File: src/rtl/parallel_in_parallel_out_shift_register.sv
// Parallel-in/parallel-out holding register: captures parallel_in on a load edge,
// holds it otherwise, and drives the stored word straight from the flops.
module parallel_in_parallel_out_shift_register #(
  parameter int unsigned INPUT_WIDTH = 8
) (
  input  logic                   clk,
  input  logic                   reset,
  input  logic                   load,
  input  logic [INPUT_WIDTH-1:0] parallel_in,
  output logic [INPUT_WIDTH-1:0] parallel_out
);

  // Reset wins over load; without load the word is held.
  always_ff @(posedge clk or posedge reset) begin
    if (reset) begin
      parallel_out <= '0;
    end else if (load) begin
      parallel_out <= parallel_in;
    end
  end

endmodule

File: config.mk
export PLATFORM = sky130hd
export DESIGN_NAME = parallel_in_parallel_out_shift_register
export DESIGN_NICKNAME = d
export VERILOG_FILES = /design/src/rtl/parallel_in_parallel_out_shift_register.sv
export SDC_FILE = /design/constraint.sdc
export NUM_CORES = 1
export LEC_CHECK = 0
export ABC_AREA = 1
export ABC_CLOCK_PERIOD_IN_PS = 1400
export CAP_MARGIN = 10
export CELL_PAD_IN_SITES_DETAIL_PLACEMENT = 1
export CELL_PAD_IN_SITES_GLOBAL_PLACEMENT = 1
export CORE_AREA = 3 3 40 42
export CTS_BUF_LIST = sky130_fd_sc_hd__clkbuf_4 sky130_fd_sc_hd__clkbuf_8 sky130_fd_sc_hd__clkbuf_16
export DETAILED_ROUTE_END_ITERATION = 10
export DIE_AREA = 0 0 43 45
export GPL_ROUTABILITY_DRIVEN = 0
export HOLD_SLACK_MARGIN = 0.15
export PLACE_DENSITY = 0.76
export SETUP_SLACK_MARGIN = 0.3
export SLEW_MARGIN = 20
export SYNTH_ARGS = -nofsm -noshare
export SYNTH_HDL_FRONTEND = slang
export SYNTH_SLANG_ARGS = --single-unit
File: constraint.sdc
create_clock -name clk -period 1.4 [get_ports clk]
set_clock_uncertainty 0.15 [all_clocks]
set_input_delay 0.21 -clock clk [delete_from_list [all_inputs] [get_ports clk]]
set_output_delay 0.21 -clock clk [all_outputs]
set_load 0.005 [all_outputs]
==> results.toml <==
[global_routing]
vias_in_the_first_global_route = 312
overflow = 0
wire_length_of_the_first_global_routing_pass_um = 1260
initial_antenna_violation_count = 0
grt_max_degree = 9
grt_util_all_layers = 0.0934

[worst_setup_path]
timing.critical_path.required_ns = 1.04
cp_slowest_cell = "sky130_fd_sc_hd__dfrtp_1"
start_kind = "flip-flop"
worst_path_cell_trace = "buf_2"
critPathArrivalTime_ns = 0.75
path_buf_inv = 1
max_fanout_on_critical_path = 2
crit_type = "flip-flop to output port"
critPathTopFamily = "flip-flops"
timing.critical_path.to_type = "output port"
slowest_delay_ns = 0.37

[synthesis]
seq_area_frac_synth = 0.648
post-synth-top-area-cell = "sky130_fd_sc_hd__dfrtp_1"
ys.warnings.count = 0
synth_top_cell_area_share = 0.648
synthesis.area_um2 = 309
ys_types = 5
count_of_mapped_cells_out_of_synthesis = 35
ys_seq_elements = 8
avgSynthCellArea_um2 = 8.83
synth_fp_nets = 46
largest_cells_by_area_after_synthesis = "sky130_fd_sc_hd__dfrtp_1, sky130_fd_sc_hd__nand2_1, sky130_fd_sc_hd__buf_6, sky130_fd_sc_hd__inv_1, sky130_fd_sc_hd__inv_2"

[cts]
clockBufferDepth = 2
reg_clk_slew_reported_paths_ns = 0.05
cts-htree-levels = 1
cts_tree = "yes"
clock_sinks = 8
cts_root_buffer = "sky130_fd_sc_hd__clkbuf_4"
clock_latency_ns = 0.25
cts-buffers-inserted = 3

[route]
via_per_inst = 4.05
detail_route.first_pass.iterations = 1
wirelength_um = 795
postRouteAntennaNets = 0
detailroute.via_count = 316
initialDrtViolationCount = 0
detail_route.drc_violations = 0
wl_per_cell_um = 10.2

[timing]
setup_repair_after_global_routing_missed_its_margin = "yes"
setup_viol_count_final = 0
fmaxAchievable_mhz = 901
layout_worst_path_cycle_share = 0.792
slew_headroom = 0.792
min_period_ns = 1.11
setup_ws_ns = 0.291
hold_violations = 0
worst_slew_pin_slew_ns = 0.312
finalSetupTns_ns = 0
report.final.slew_viol_count = 0

[cells_and_area]
largest_reg_flops = 8
layout-drive-gt1-share = 0.317
fillers = 170
multi_input_area_um2 = 90.1
regMostFlops = "parallel_out"
insertedDiodeCount = 0
syn2layout_area_growth_pct = 74.5
finalNetCount = 76
final_cells = 78
register_area_um2 = 200
most_used_cells_in_the_layout_excluding_fill_and_tap_cells = "sky130_fd_sc_hd__nand2_1, sky130_fd_sc_hd__clkdlybuf4s50_1, sky130_fd_sc_hd__buf_2, sky130_fd_sc_hd__dfrtp_1, sky130_fd_sc_hd__buf_4"
mostFrequentLayoutCell = "sky130_fd_sc_hd__nand2_1"
largestRegisters = "parallel_out (8)"

[die]
die_y_um = 45
die_w_um = 43
initial_core_util = 0.241
core-area_mm2 = 0.00128
area_of_the_die_mm2 = 0.00194
rows = 13
io-pin-count = 19

[run_status]
status = "completed"

[placement]
dp_cells = 68
hpwl_um = 550
dpl_worst_slack_ns = 0.184
buffer_ports.inserted = 18

[power]
cellLeakagePower_nw = 0.303
power.density_cell_area_mw_per_mm2 = 1020
vdd_drop_max_v = 0.000505

[run]
maxCapViolCount = 0

[min_path]
hold_path_class = "primary input to async pin"
==> logic make-up (layout without fill, tap and decap cells) <==
kind of cell / after synthesis / after routing / synth area share
buffers and inverters: 3 / 31 / 0.0607
and+or+nand+nor: 24 / 24 / 0.292
DFF: 8 / 8 / 0.648
==> routing by layer <==
layer / vias to the layer above / GRT usage / wire length, µm
met5: - / 0 / 0
met4: 0 / 0.0723 / 0
met3: 0 / 0.0239 / 63
met2: 11 / 0.156 / 436
met1: 146 / 0.102 / 296
li1: 159 / - / -
==> layout make-up <==
class	count	area share
Clock buffer	3	0.0418
Inverter	2	0.0139
Multi-Input combinational cell	24	0.167
Sequential cell	8	0.371
Tap cell	15	0.0348
Timing Repair Buffer	26	0.371
==> through the flow <==
| step | utilization | hold slack (ns) | total power, mW | instance area (µm²) |
|---|---|---|---|---|
| CTS | 0.402 | 0.0725 | 0.545 | 517 |
| floorplan | - | -0.124 | 0.297 | 309 |
| global placement | 0.392 | 0.304 | 0.371 | 504 |
| detailed placement | 0.392 | 0.314 | 0.373 | 504 |
| finish | 0.420 | 0.0584 | 0.547 | 539 |
| global route | 0.420 | 0.105 | 0.585 | 539 |
==> Yosys cell counts (all sizes together) <==
cell type / n
nand2: 24
buf: 1
inv: 2
dfrtp: 8
==> path summary, 6_finish.rpt <==
| check | start | cells after the start | slack (ns) | endpoint |
|---|---|---|---|---|
| min reg2reg | parallel_out[2] | 2 | 0.32 | parallel_out[2] |
| max reg2reg | parallel_out[6] | 4 | 0.42 | parallel_out[6] |
| max | parallel_out[6] | 1 | 0.29 | parallel_out[6] |
| min in group clk | parallel_out[2] | 2 | 0.32 | parallel_out[2] |
| min | reset | 2 | 0.06 | parallel_out[7] |
| max in group asynchronous | reset | 2 | 0.81 | parallel_out[3] |
==> what timing repair did <==
| action | 4_1_cts | 5_1_grt |
|---|---|---|
| hold endpoints to repair | 8 | 8 |
| gates resized for setup | 32 | 0 |
| buffers inserted | 4 | 3 |
| setup endpoints to repair | 8 | 8 |
==> power breakdown <==
group / total (mW) / leakage [nW] / internal (mW) / switching, mW
registers: 0.261 / 0.0974 / 0.252 / 0.00912
logic: 0.111 / 0.192 / 0.0696 / 0.0413
clock network: 0.176 / 0.0138 / 0.0981 / 0.0775
No activity file was read; power rests on OpenSTA's default activity.
